--- src/rtl/paso8bto32b_pkg.sv ---
// Shared lane-path constants for the 32-bit <-> 8-bit stages.
//   BYTE_W         : width of one lane byte
//   WORD_W         : width of a reassembled word
//   BYTES_PER_WORD : bytes per word
//   ACC_W          : width of the partial-word accumulator (all but the last byte)
//   LAST_BYTE      : byte_cnt value while waiting for the final byte of a word
package paso8bto32b_pkg;

  localparam int unsigned BYTE_W         = 8;
  localparam int unsigned WORD_W         = 32;
  localparam int unsigned BYTES_PER_WORD = 4;
  localparam int unsigned ACC_W          = WORD_W - BYTE_W;

  localparam logic [1:0]  LAST_BYTE      = 2'(BYTES_PER_WORD - 1);

endpackage

--- src/rtl/paso8bto32b.sv ---
// Byte-to-word reassembly stage (clk_4f domain).
// Rebuilds 32-bit words from a stream of four bytes per word; a word that is
// interrupted by a gap in valid_in is discarded and flagged on err_out.
// Ports:
//   clk_4f     in   byte-rate clock, rising edge
//   reset      in   synchronous active-high reset
//   data_in    in   incoming byte
//   valid_in   in   data_in carries a byte this cycle
//   data_out   out  last completed word, held until the next completes
//   valid_out  out  one-cycle strobe: data_out updated
//   err_out    out  one-cycle strobe: partial word (1-3 bytes) discarded
//   byte_cnt   out  bytes of the current word already captured
// Parameter MSB_FIRST: 1 puts the first byte in [31:24], 0 puts it in [7:0].
module paso8bto32b
  import paso8bto32b_pkg::*;
#(
  parameter bit MSB_FIRST = 1'b1
) (
  input  logic              clk_4f,
  input  logic              reset,
  input  logic [BYTE_W-1:0] data_in,
  input  logic              valid_in,
  output logic [WORD_W-1:0] data_out,
  output logic              valid_out,
  output logic              err_out,
  output logic [1:0]        byte_cnt
);

  logic [ACC_W-1:0]  acc;
  logic [ACC_W-1:0]  acc_next;
  logic [1:0]        slot;
  logic [WORD_W-1:0] word;

  // Accumulator slot for the incoming byte: MSB-first fills from the top
  // down, LSB-first fills from the bottom up.
  always_comb begin
    slot     = MSB_FIRST ? (2'd2 - byte_cnt) : byte_cnt;
    acc_next = acc;
    if (byte_cnt != LAST_BYTE) begin
      acc_next[{slot, 3'b000} +: BYTE_W] = data_in;
    end
  end

  always_comb begin
    word = MSB_FIRST ? {acc, data_in} : {data_in, acc};
  end

  always_ff @(posedge clk_4f) begin
    if (reset) begin
      acc       <= '0;
      data_out  <= '0;
      valid_out <= 1'b0;
      err_out   <= 1'b0;
      byte_cnt  <= '0;
    end else begin
      valid_out <= 1'b0;
      err_out   <= 1'b0;
      if (valid_in) begin
        if (byte_cnt == LAST_BYTE) begin
          data_out  <= word;
          valid_out <= 1'b1;
          byte_cnt  <= '0;
        end else begin
          acc      <= acc_next;
          byte_cnt <= byte_cnt + 2'd1;
        end
      end else if (byte_cnt != 2'd0) begin
        // Gap inside a word: drop it; stale accumulator bytes are overwritten
        // by the next word before they can be used.
        err_out  <= 1'b1;
        byte_cnt <= '0;
      end
    end
  end

endmodule

--- config.mk ---
export PLATFORM = sky130hd
export DESIGN_NAME = paso8bto32b
export DESIGN_NICKNAME = d
export VERILOG_FILES = /design/src/rtl/paso8bto32b_pkg.sv /design/src/rtl/paso8bto32b.sv
export SDC_FILE = /design/constraint.sdc
export NUM_CORES = 1
export LEC_CHECK = 0
export CAP_MARGIN = 20
export CORE_MARGIN = 5
export CORE_UTILIZATION = 50
export DETAILED_ROUTE_END_ITERATION = 6
export HOLD_SLACK_MARGIN = 0.1
export PLACE_DENSITY_LB_ADDON = 0.3
export RECOVER_POWER = 50
export SLEW_MARGIN = 20
export SYNTH_ARGS = -nofsm -noshare
export SYNTH_HDL_FRONTEND = slang
export SYNTH_SLANG_ARGS = --single-unit
--- constraint.sdc ---
create_clock -name clk_4f -period 2.95 [get_ports clk_4f]
set_input_delay 0.295 -clock clk_4f [delete_from_list [all_inputs] [get_ports clk_4f]]
set_output_delay 0.295 -clock clk_4f [all_outputs]
set_load 0.01 [all_outputs]
* After elaboration in Yosys (flattened, before gate mapping)
Index checks and enable logic that the tools add are counted.
** Cells by class
- Add/sub/neg operators :: 3
- Eq/ne operators :: 2
- Shifts and indexed selects :: 2
- Muxes and demuxes :: 6
- Bitwise logic cells :: 2
- Reductions and logical operators :: 6
** Operators by type and width (count)
- $bwmux 24 :: 1
- $shift 8x7->24 const A :: 1
- $shiftx 8x7->24 :: 1
- $neg 5->7 :: 1
- $mux 2 :: 3
- $reduce_bool 2->1 :: 2
- $reduce_or 2->1 :: 2
- $reduce_and 3->1 :: 1
- $add 2x1->2 const B :: 1
- $eq 2x2->1 const B :: 1
- $mux 1 :: 2
- $ne 2x2->1 const B :: 1
- $not 1->1 :: 2
- $reduce_and 2->1 :: 1
- $sub 2x2->2 const A :: 1
** Storage, ports and cells
- Bits in registers :: 60
- Bits of input ports :: 11
- Output and inout port bits :: 36

* Depth between registers and ports, before layout
Gate-level depths: netlist of the first run.
- Word-level depth :: 4
- Gate-level depth with buffers :: 6
- Mapped depth without buffers :: 5

* Worst setup path before layout of the first run
No wires, ideal clock.
- Kind :: reg-to-reg
- From :: register byte_cnt[0]
- To :: register acc[16]
- Library setup time :: 0.070 ns
- Arrival time :: 1.723 ns
- Setup slack :: 1.156 ns
- Stages on the path, launching flop included :: 6
- Period minus slack after synthesis :: 1.794 ns
- Cells stage by stage :: dfxtp_1 -> inv_1 -> ha_1 -> nor4_4 -> nand3_1 -> a21oi_1
** On the way
- Word-level cells in the longest chain between the ends :: 4
- Elaborated cells on any way between the ends :: 9
** RTL lines
- from (decl) :: RTL line paso8bto32b.sv:26 : output logic [1:0] byte_cnt
- from (signal assigned) :: RTL line paso8bto32b.sv:65 : byte_cnt <= byte_cnt + 2'd1;
- $sub 2x2->2 :: RTL line paso8bto32b.sv:37 : slot = MSB_FIRST ? (2'd2 - byte_cnt) : byte_cnt;
- $neg 5->7 :: RTL line paso8bto32b.sv:40 : acc_next[{slot, 3'b000} +: BYTE_W] = data_in;
- $shiftx 8x7->24 or $shift 8x7->24 (tied branches) :: RTL line paso8bto32b.sv:40
- $bwmux 24 :: RTL line paso8bto32b.sv:40
- to (signal assigned) :: RTL line paso8bto32b.sv:64 : acc <= acc_next;
- to (decl) :: RTL line paso8bto32b.sv:29 : logic [ACC_W-1:0] acc;
Several ways; a longest one is shown, not always the timed one.
A chain may end at the register's enable or synchronous reset.

* Worst setup path after layout of the first run
- From :: register byte_cnt[0]
- To :: register acc[0]
Same word-level chain as after synthesis.

==> results.md, run 1 <==
* Crit path cell chain: inv_1 -> ha_1 -> nand4bb_4 -> nor3_4 -> a22o_1
* Status: completed
* Layout Area Growth over Synthesis at 28.33%
* Post-route cell area at 0.002783 mm2
* Slew at the pin closest to its max-slew limit at 0.5013 ns
* Clk buf depth at 2
* Vias/cell at 5.251
* Syn Area/Cell at about 9.1 um2
* Post-CTS Resized at 0
* GR Overflow Total at 0
* Fmax at between 500 and 600 MHz
* Die area at 0.005754 mm2
* Final Skew at 0.004625 ns
* Layout cell share with drive strength beyond 1 at approximately 6.7%
* Antenna diodes at 0
* FF-to-FF setup slack at 0.97 ns
* Clk sinks at 60
* Pwr Total at roughly 1.5 mW
* DRT Wirelength at 4727 um
* Flop pwr share at 56.0%
* Final Hold Viols at 0
* Synthesis Warnings at 0
* Unrepaired setup endpoints after global routing: no
* Post-synthesis cell type count at 24
* Final Cycle Share at 67.17%
* Pin count of the biggest net entering global routing at 47
* Clk network pwr share at between 30% and 40%
* CTS root buf: clkbuf_8
* CP arrival at 2.25 ns
* Hold Buf Count CTS at 0
* Post-DP HPWL at ~3200 um
* Final non-filler cell total at 335
* Final setup violation count at 0
* Crit Path Category: reg -> reg
* Postcts setup bufs at 0
* Tmin final at slightly below 2 ns
* Routability congestion estimate at 0.7715
* Pins Over Slew Limit at 0
* Initial antenna violation count at 0
* Die Width at between 70 and 80 um
* Post-Syn Area at 0.002168 mm2
* Crit path buffers/inverters at 1
* DR pass1 iterations at 4
* LEAKAGE at 1.076 nW
* Initial Util at 50.50%
* Worst-Skew Late Latency at between 0.3 and 0.4 ns
* Total CTS buffers at 9
* Worst Path Max Fanout at 8
* PortBufs at between 40 and 50
* Largest area contributor in the netlist: dfxtp_1
* Power Dens Cells at 532.8 mW/mm2
* Detailed-route via count at 1759
* Die height at 75.86 um
* Peak supply drop at 0.0003268 V
* Ranking of synthesized cells by area: dfxtp_1 (55%), nand2_1 (13%), a21oi_1 (9.2%), a22o_1 (6.5%), ha_1 (2.9%)
* Final nets at 299
* Sequential area share after synthesis at 55.40%
* P_int at about 1.1 mW
* Vias in the first global route at 1658
* Combinational power share at under 10%
* Hold crit path type: reg -> reg
* Max_slew headroom at 66.50%
* Crit-path slowest cell: dfxtp_1
* Placed instance count at 324
* Syn_nets at 253
* CP startpoint kind: register
* Switch share at between 20% and 30%
* Psw at 341.0 uW
* Largest stage delay, worst path at 0.58 ns
* Critical path's top delay family: flip-flops
* Avg WL per Cell at 14.11 um
* Synth top area share at 55.40%
* CP Capture Type: register
* DRC at 0
* First-pass GRT wire length at 7652 um
* CTS tree: built
* Clk pin slew, worst setup/hold paths at 0.06 ns
* FF+latch count, synth at 60
* I/O pins at 47
* Max cap viols at 0
* Row Count at 24
* Gr usage total at 17.94%
* Routed Antenna Nets at 0
* Core area at 0.004294 mm2
* CP required at 3.22 ns
* Setup TNS at 0 ns
* Starting DRT DRC Count at slightly below 100
* H-tree depth at 3
* Finished Core Util at 64.80%
* Cell Area, Placed at 0.002650 mm2
* Mapped Cells at 237
worst register-to-register path, cell delays in order (launching register included):
cell and delay (ns):
dfxtp_1 0.58, inv_1 0.15, ha_1 0.43, nand4bb_4 0.17
nor3_4 0.38, a22o_1 0.21
state kept, by name, summed over array words and instances, names as in the netlist:
register / count
byte_cnt: 2
err_out: 1
acc: 24
data_out: 32
valid_out: 1
cells in the final DEF, fill, tap and decap left out, types with 2 or more instances in the layout:
| cell | count |
|---|---|
| nand2_1 | 75 |
| dfxtp_1 | 60 |
| a21oi_1 | 40 |
| dlygate4sd3_1 | 35 |
| a22o_1 | 16 |
| clkdlybuf4s50_1 | 11 |
| clkbuf_8 | 9 |
| nand3_1 | 8 |
| ha_1 | 5 |
| nor2_1 | 3 |
| buf_4 | 3 |
| inv_1 | 2 |
| a21oi_2 | 2 |
| nor3_4 | 2 |
stage by stage:
stage               setup slack (ns)  hold slack (ns)
floorplan                      1.156           0.4207
global placement              0.9849           0.4387
detailed placement            0.9629           0.4427
CTS                           0.9552           0.4543
global route                  0.7687           0.4702
finish                        0.9684           0.4479
cell families (layout without fill, tap and decap cells):
group	Yosys count	after routing	synth area share (%)
AO/OA/AOI/OAI	59	59	16.85
adder cells (fa/ha/maj)	5	5	2.885
buffers and inverters	16	62	3.405
flip-flops	60	60	55.40
multiplexers	1	1	0.4616
AND/OR/NAND/NOR	96	96	21.00
power groups by stage:
stage	clock network [mW]	logic, mW	registers, mW
6_report	0.547	0.104	0.831
5_1_grt	0.584	0.114	0.832
4_1_cts	0.553	0.106	0.831
3_5_place_dp	0	0.106	0.849
3_3_place_gp	0	0.105	0.848
2_1_floorplan	0	0.0638	0.848
Yosys cell counts:
library cell and n:
a21oi_2 2, and2b_1 1, clkbuf_1 3, dfxtp_1 60, a22o_1 16, nor2b_1 1
nor3_1 1, and2_1 1, nand3b_1 1, buf_4 1, nand3_1 8, nand4bb_4 1
ha_1 5, nand2_1 75, inv_1 2, a22oi_1 1, and3b_1 1, nor4_4 1
nor2_1 3, mux2i_1 1, a21oi_1 40, buf_1 2, buf_2 8, nor3_4 2
path summary, 6_finish.rpt:
path	from	end	cells past startpoint
setup / recovery	byte_cnt[0]$_SDFFE_PP0P_	acc[0]$_SDFFE_PP0P_	5
hold / removal	data_out[17]$_SDFFE_PP0P_	data_out[17]$_SDFFE_PP0P_	2
setup reg to reg	byte_cnt[0]$_SDFFE_PP0P_	acc[0]$_SDFFE_PP0P_	5
hold reg to reg	data_out[17]$_SDFFE_PP0P_	data_out[17]$_SDFFE_PP0P_	2
routing by layer:
metal  track usage [%]  wire length (um)  up-vias  part of all wire [%]
li1                  -                 -      892                     -
met1             21.73              2080      825                    44
met2             29.75              2336       32                    49
met3             4.485               220       10                   4.7
met4             8.350                89        0                   1.9
met5                 0                 0        -                     0
final cells by class:
cell class | count | area (um2)
Sequential cell | 60 | 1201
Tap cell | 52 | 65.06
Clock buffer | 10 | 127.6
Inverter | 2 | 7.507
Multi-Input combinational cell | 161 | 893.4
Fill cell | 373 | 1511
Clock inverter | 1 | 5.005
Timing Repair Buffer | 49 | 483.0
No activity file was read; power rests on OpenSTA's default activity.
==> inputs of run 2 (changes only) <==
--- a/config.mk
+++ b/config.mk
@@ -7,7 +7,7 @@
 export LEC_CHECK = 0
 export CAP_MARGIN = 20
 export CORE_MARGIN = 5
-export CORE_UTILIZATION = 50
+export CORE_UTILIZATION = 49
 export DETAILED_ROUTE_END_ITERATION = 6
 export HOLD_SLACK_MARGIN = 0.1
 export PLACE_DENSITY_LB_ADDON = 0.3
==> constraint.sdc (replaced) <==
create_clock -name clk_4f -period 1.9 [get_ports clk_4f]
set_input_delay 0.19 -clock clk_4f [delete_from_list [all_inputs] [get_ports clk_4f]]
set_output_delay 0.19 -clock clk_4f [all_outputs]
set_load 0.01 [all_outputs]
==> run 2 against run 1 <==
Setup slack worse by 0.80 ns; via count increased by 0.74%; global-route usage shrank 1.1 points; sequential power up 54%; register-to-register slack lost 0.80 ns; critical path depth stayed put; clock power up 74%; die area rose by 1.8%; maximum frequency up 14%; sequential cell count stayed put; routed wire length down 0.49%; critical endpoint unchanged.
==> results.md, run 2 (synthesis results as in run 1) <==
* Status: completed (unchanged)
* LEAKAGE at 1.104 nW (was 1.076 nW)
* Post-DP HPWL at 3184 um (was 3231 um)
* PnR worst setup slack at 0.1644 ns (was 0.9684 ns)
* Commonest cells after routing, fill and taps aside: nand2_1 (75), dfxtp_1 (60), a21oi_1 (40) (unchanged)
* Biggest regs: data_out: 32 flops, acc: 24 flops, byte_cnt: 2 flops (unchanged)
* Die area at 0.005855 mm2 (was 0.005754 mm2)
* Cells on worst reg2reg path at 5 (unchanged)
* Combinational power share at 7.1% (was 7.0%)
* Die Width at 76.52 um (was 75.86 um)
* Fillers at 382 (was 373)
* Layout cell share with drive strength beyond 1 at 9.622% (was 6.714%)
* P_int at 1.804 mW (was 1.141 mW)
* Avg WL per Cell at 13.71 um (was 14.11 um)
* Hold crit path type: reg -> reg (unchanged)
* Routability congestion estimate at 0.8222 (was 0.7715)
* Flop pwr share at 53.3% (was 56.0%)
* Die height at 76.52 um (was 75.86 um)
* Final Skew at 0.007509 ns (was 0.004625 ns)
* CP required at 2.17 ns (was 3.22 ns)
* Largest stage delay, worst path at 0.42 ns (was 0.58 ns)
* Worst-Skew Late Latency at 0.33 ns (was 0.32 ns)
* Met3 WL at 310 um (was 220 um)
* Unrepaired setup endpoints after global routing: no (unchanged)
* Layout Area Growth over Synthesis at 30.87% (was 28.33%)
* Routed wl met2 at 2272 um (was 2336 um)
* Max_slew headroom at 67.23% (was 66.50%)
* Routed Antenna Nets at 0 (unchanged)
* Clk sinks at 60 (unchanged)
* Initial antenna violation count at 0 (unchanged)
* Initial Util at 50.14% (was 50.50%)
* Crit-path slowest cell: dfxtp_1 (unchanged)
* CTS root buf: clkbuf_8 (unchanged)
* Hold Path Stages at 2 (unchanged)
* Met1 WL at 2030 um (was 2080 um)
* Antenna diodes at 0 (unchanged)
* Final non-filler cell total at 343 (was 335)
* Hold Startpoint: acc[0]$_SDFFE_PP0P_ (was data_out[17]$_SDFFE_PP0P_)
* CTS tree: built (unchanged)
* Switch share at 25.08% (was 23.00%)
* Max reg flops at 32 (unchanged)
* Core area at 0.004324 mm2 (was 0.004294 mm2)
* Vias in the first global route at 1694 (was 1658)
* Tmin final at 1.736 ns (was 1.982 ns)
* Worst Setup SP: byte_cnt[1]$_SDFFE_PP0P_ (was byte_cnt[0]$_SDFFE_PP0P_)
* Worst Path Max Fanout at 8 (unchanged)
* Placed instance count at 327 (was 324)
* Final Cycle Share at 91.35% (was 67.17%)
* Total CTS buffers at 9 (unchanged)
* CP Capture Type: register (unchanged)
* WHS at 0.4433 ns (was 0.4479 ns)
* Gr usage total at 16.84% (was 17.94%)
* Final setup violation count at 0 (unchanged)
* Setup TNS at 0 ns (unchanged)
* Fmax at 576.2 MHz (was 504.6 MHz)
* Post-CTS Resized at 0 (unchanged)
* DR pass1 iterations at 4 (unchanged)
* DRT Wirelength at 4704 um (was 4727 um)
* Clk network pwr share at 39.6% (was 36.9%)
* CP arrival at 2.01 ns (was 2.25 ns)
* Crit path cell chain: inv_1 -> ha_1 -> nand4bb_4 -> nor3_4 -> a22o_1 (unchanged)
* Detailed-route via count at 1772 (was 1759)
* Hold Buf Count CTS at 0 (unchanged)
* Top sig layer: met4 (unchanged)
* Max cap viols at 0 (unchanged)
* I/O pins at 47 (unchanged)
* Final nets at 302 (was 299)
* Top reg by flops: data_out (unchanged)
* Crit Path Category: reg -> reg (unchanged)
* First-pass GRT wire length at 7852 um (was 7652 um)
* Row Count at 24 (unchanged)
* CP startpoint kind: register (unchanged)
* Starting DRT DRC Count at 117 (was 97)
* Psw at 604.1 uW (was 341.0 uW)
* Power Dens Cells at 848.7 mW/mm2 (was 532.8 mW/mm2)
* Pins Over Slew Limit at 0 (unchanged)
* Slew at the pin closest to its max-slew limit at 0.4915 ns (was 0.5013 ns)
* Critical R2R Launch: byte_cnt[1]$_SDFFE_PP0P_ (was byte_cnt[0]$_SDFFE_PP0P_)
* Postcts setup bufs at 0 (unchanged)
* Most common cell after layout, fill and taps aside: nand2_1 (unchanged)
* Vias/cell at 5.166 (was 5.251)
* PortBufs at 46 (unchanged)
* Dpl ws at 0.2016 ns (was 0.9629 ns)
* Clk pin slew, worst setup/hold paths at 0.07 ns (was 0.06 ns)
* Clk buf depth at 2 (unchanged)
* Peak supply drop at 0.0005430 V (was 0.0003268 V)
* Pin count of the biggest net entering global routing at 47 (unchanged)
* GR Overflow Total at 0 (unchanged)
* DRC at 0 (unchanged)
* H-tree depth at 3 (unchanged)
* Final Hold Viols at 0 (unchanged)
==> run 2: cell types whose count changed in the layout (fill, tap and decap cells not counted) <==
cell	previous run	this run
clkinv_4	0	1
and2_0	0	1
clkinv_2	1	4
clkinvlp_4	0	2
and2_1	1	0
clkbuf_1	1	0
buf_4	3	5
clkbuf_2	0	1
==> run 2: metal layers <==
| layer | vias to the layer above | track usage [%] |
|---|---|---|
| li1 | 903 | - |
| met1 | 814 | 20.24 |
| met2 | 47 | 26.71 |
| met3 | 8 | 5.319 |
| met4 | 0 | 8.916 |
| met5 | - | 0 |
==> run 2: layout make-up <==
class	instances	area [um2]	share of cell area, %
flip-flops and latches	60	1201	42.33
multi-input cells	161	893.4	31.48
repair buffers	52	503.0	17.72
clock buffers	9	123.9	4.365
well taps	52	65.06	2.293
clock inverters	7	43.79	1.543
inverters	2	7.507	0.2646
==> run 2: power groups by stage <==
stage / sequential [mW] / clock, mW / combinational (mW)
after CTS: 1.28 / 0.975 / 0.171
after global routing: 1.28 / 1.04 / 0.185
final: 1.28 / 0.954 / 0.170
after global placement: 1.31 / 0 / 0.170
after floorplan: 1.32 / 0 / 0.0991
after detailed placement: 1.31 / 0 / 0.171
==> run 2: worst max-delay path: cells and delay by family (launching register included) <==
kind / cells / cell delay [ns]
adders and majority gates: 1 / 0.40
buffers and inverters: 1 / 0.10
and+or+nand+nor: 2 / 0.56
AOI/OAI and AO/OA: 1 / 0.21
DFF: 1 / 0.42
==> run 2: path summary, 6_finish.rpt <==
check,endpoint,slack [ns]
worst max register to register,acc[0]$_SDFFE_PP0P_,0.16
worst max-delay path,acc[0]$_SDFFE_PP0P_,0.16
worst min-delay path,data_out[8]$_SDFFE_PP0P_,0.44
worst min register to register,data_out[8]$_SDFFE_PP0P_,0.44
==> run 2: per-stage QoR <==
step	area [um2]	utilization, %	power, mW
final	2838	65.63	2.408
after global placement	2673	61.81	1.481
after floorplan	2168	-	1.416
after global routing	2838	65.63	2.507
after detailed placement	2673	61.81	1.483
after CTS	2840	65.68	2.430
==> inputs of run 3 (changes only) <==
--- a/config.mk
+++ b/config.mk
@@ -7,7 +7,7 @@
 export LEC_CHECK = 0
 export CAP_MARGIN = 20
 export CORE_MARGIN = 5
-export CORE_UTILIZATION = 49
+export CORE_UTILIZATION = 44
 export DETAILED_ROUTE_END_ITERATION = 6
 export HOLD_SLACK_MARGIN = 0.1
 export PLACE_DENSITY_LB_ADDON = 0.3
==> constraint.sdc (replaced) <==
create_clock -name clk_4f -period 1.5 [get_ports clk_4f]
set_input_delay 0.15 -clock clk_4f [delete_from_list [all_inputs] [get_ports clk_4f]]
set_output_delay 0.15 -clock clk_4f [all_outputs]
set_load 0.01 [all_outputs]
==> run 3 against run 2 <==
Routed wire length is 3.8% higher; clock power increased by 51%; non-clock buffer count increased by 9; sequential cell count unchanged; die area increased by 9.8%; combinational power grew 65%; critical path depth grew 2; maximum frequency rose by 20%; worst hold slack better by 0.0098 ns; total power is 39% higher; register-to-register slack worse by 0.11 ns; first-iteration DRC count down 18%; largest cell class unchanged; largest power group unchanged.
==> results.md, run 3 (synthesis results as in run 1) <==
* GR Overflow Total at 0 (unchanged)
* Gr usage total at 16.64% (was 16.84%)
* Status: completed (unchanged)
* Post-route cell area at 0.003045 mm2 (was 0.002838 mm2)
* Post-DP HPWL at 3440 um (was 3184 um)
* LEAKAGE at 1.059 nW (was 1.104 nW)
* Die height at 80.20 um (was 76.52 um)
* First-pass GRT wire length at 8059 um (was 7852 um)
* DRT Wirelength at 4883 um (was 4704 um)
* Busiest layer in global routing: met2 (unchanged)
* Switch share at 22.67% (was 25.08%)
* Final nets at 311 (was 302)
* Crit Path Category: reg -> reg (unchanged)
* CP startpoint kind: register (unchanged)
* Starting DRT DRC Count at 96 (was 117)
* Setup TNS at 0 ns (unchanged)
* Final setup violation count at 0 (unchanged)
* Pin count of the biggest net entering global routing at 25 (was 47)
* CTS tree: built (unchanged)
* I/O pins at 47 (unchanged)
* Initial antenna violation count at 0 (unchanged)
* Final Hold Viols at 0 (unchanged)
* Met1 usage at 19.57% (was 20.24%)
* Clk buf depth at 2 (unchanged)
* Die area at 0.006432 mm2 (was 0.005855 mm2)
* Vias in the first global route at 1694 (unchanged)
* Pins Over Slew Limit at 0 (unchanged)
* Top reg by flops: data_out (unchanged)
* Unrepaired setup endpoints after global routing: yes (was no)
* Max cap viols at 0 (unchanged)
* H-tree depth at 3 (unchanged)
* Die Width at 80.20 um (was 76.52 um)
* Clk network pwr share at 43.0% (was 39.6%)
* Pwr Total at 3.349 mW (was 2.408 mW)
* DRC at 0 (unchanged)
* Max_slew headroom at 74.23% (was 67.23%)
* Hold Buf Count CTS at 0 (unchanged)
* Total CTS buffers at 9 (unchanged)
* Row Count at 25 (was 24)
* Layout cell share with drive strength beyond 1 at 16.33% (was 9.622%)
* Final Skew at 0.006078 ns (was 0.007509 ns)
* Combinational power share at 8.4% (was 7.1%)
* Cell Area, Placed at 0.002753 mm2 (was 0.002673 mm2)
* Initial Util at 45.61% (was 50.14%)
* Layout Area Growth over Synthesis at 40.45% (was 30.87%)
* CTS root buf: clkbuf_8 (unchanged)
* Power Dens Cells at 1100 mW/mm2 (was 848.7 mW/mm2)
* FF-to-FF setup slack at 0.05 ns (was 0.16 ns)
* CP Capture Type: register (unchanged)
* Core area at 0.004755 mm2 (was 0.004324 mm2)
* CP arrival at 1.71 ns (was 2.01 ns)
* Worst Path Max Fanout at 8 (unchanged)
* Vias/cell at 4.872 (was 5.166)
* Commonest cells after routing, fill and taps aside: nand2_1 (75), dfxtp_1 (58), clkdlybuf4s50_1 (45) (was nand2_1 (75), dfxtp_1 (60), a21oi_1 (40))
* Grt met2 use at 26.74% (was 26.71%)
* Hold crit path type: reg -> reg (unchanged)
* DR pass1 iterations at 4 (unchanged)
* Most common cell after layout, fill and taps aside: nand2_1 (unchanged)
* Met3 usage at 6.614% (was 5.319%)
* Slew at the pin closest to its max-slew limit at 0.3865 ns (was 0.4915 ns)
* Fmax at 690.8 MHz (was 576.2 MHz)
* Clk sinks at 60 (unchanged)
* Avg WL per Cell at 13.31 um (was 13.71 um)
* Clk pin slew, worst setup/hold paths at 0.07 ns (about the same)
* PortBufs at 46 (unchanged)
* Psw at 759.3 uW (was 604.1 uW)
* Routability congestion estimate at 0.7984 (was 0.8222)
* Flop pwr share at 48.6% (was 53.3%)
* CP required at 1.77 ns (was 2.17 ns)
* Tmin final at 1.447 ns (was 1.736 ns)
* Biggest regs: data_out: 32 flops, acc: 24 flops, byte_cnt: 2 flops (unchanged)
* Final Cycle Share at 96.50% (was 91.35%)
* Antenna diodes at 0 (unchanged)
* Fillers at 415 (was 382)
* Detailed-route via count at 1788 (was 1772)
* Worst-Skew Late Latency at 0.34 ns (was 0.33 ns)
* Max reg flops at 32 (unchanged)
* P_int at 2.590 mW (was 1.804 mW)
* Routed Antenna Nets at 0 (unchanged)
* Peak supply drop at 0.0006275 V (was 0.0005430 V)
-- run 3: changes by cell type in the layout (fill, tap and decap cells not counted), moves of 3 or more --
cell             delta
dlygate4sd3_1      -35
clkdlybuf4s50_1    +34
buf_4               +8
a21oi_1             -4
nand3_1             -3
-- run 3: critical path: stages (launching register included) --
cell and delay (ns):
dfxtp_4 0.38, inv_4 0.05, ha_4 0.26, buf_6 0.12, nor4_4 0.15, buf_6 0.18
nand3_4 0.08, a21oi_2 0.16
-- run 3: power groups by stage --
stage	logic [mW]	registers, mW	clock network [mW]
after floorplan	0.132	1.67	0
after global placement	0.238	1.66	0
after detailed placement	0.240	1.66	0
after CTS	0.249	1.63	1.47
after global routing	0.303	1.63	1.56
final	0.280	1.63	1.44
-- run 3: metal layers --
metal,vias to the layer above,share of wire [%]
li1,918,-
met1,831,45
met2,30,48
met3,9,4.4
met4,0,1.9
met5,-,0
-- run 3: per-stage QoR --
step	util (%)	instances	worst slack, ns	hold slack [ns]
floorplan	-	237	0.02235	0.2757
global route	64.05	367	-0.01912	0.4658
global placement	57.89	348	-0.02416	0.4397
finish	64.05	367	0.05250	0.4531
detailed placement	57.89	348	-0.07247	0.4465
CTS	62.58	366	0.01207	0.4560
-- run 3: layout make-up --
| cell class | count | area [um2] | share of cell area (%) |
|---|---|---|---|
| well taps | 67 | 83.83 | 2.753 |
| repair buffers | 61 | 579.3 | 19.02 |
| flip-flops and latches | 60 | 1209 | 39.69 |
| clock buffers | 12 | 155.1 | 5.095 |
| multi-input cells | 161 | 960.9 | 31.55 |
| inverters | 2 | 10.01 | 0.3287 |
| clock inverters | 4 | 47.55 | 1.561 |
-- run 3: path summary, 6_finish.rpt --
path,start,end,cells after the start
min,data_out[29]$_SDFFE_PP0P_,data_out[29]$_SDFFE_PP0P_,2
max reg2reg,byte_cnt[1]$_SDFFE_PP0P_,acc[23]$_SDFFE_PP0P_,7
min reg2reg,data_out[29]$_SDFFE_PP0P_,data_out[29]$_SDFFE_PP0P_,2
max,byte_cnt[1]$_SDFFE_PP0P_,acc[23]$_SDFFE_PP0P_,7
-- run 3: what timing repair did --
item                                    4_1_cts  5_1_grt
endpoints found under the setup margin       19       23
pin swaps                                     3        6
gates resized for setup                       6       13
setup buffers                                 2        1
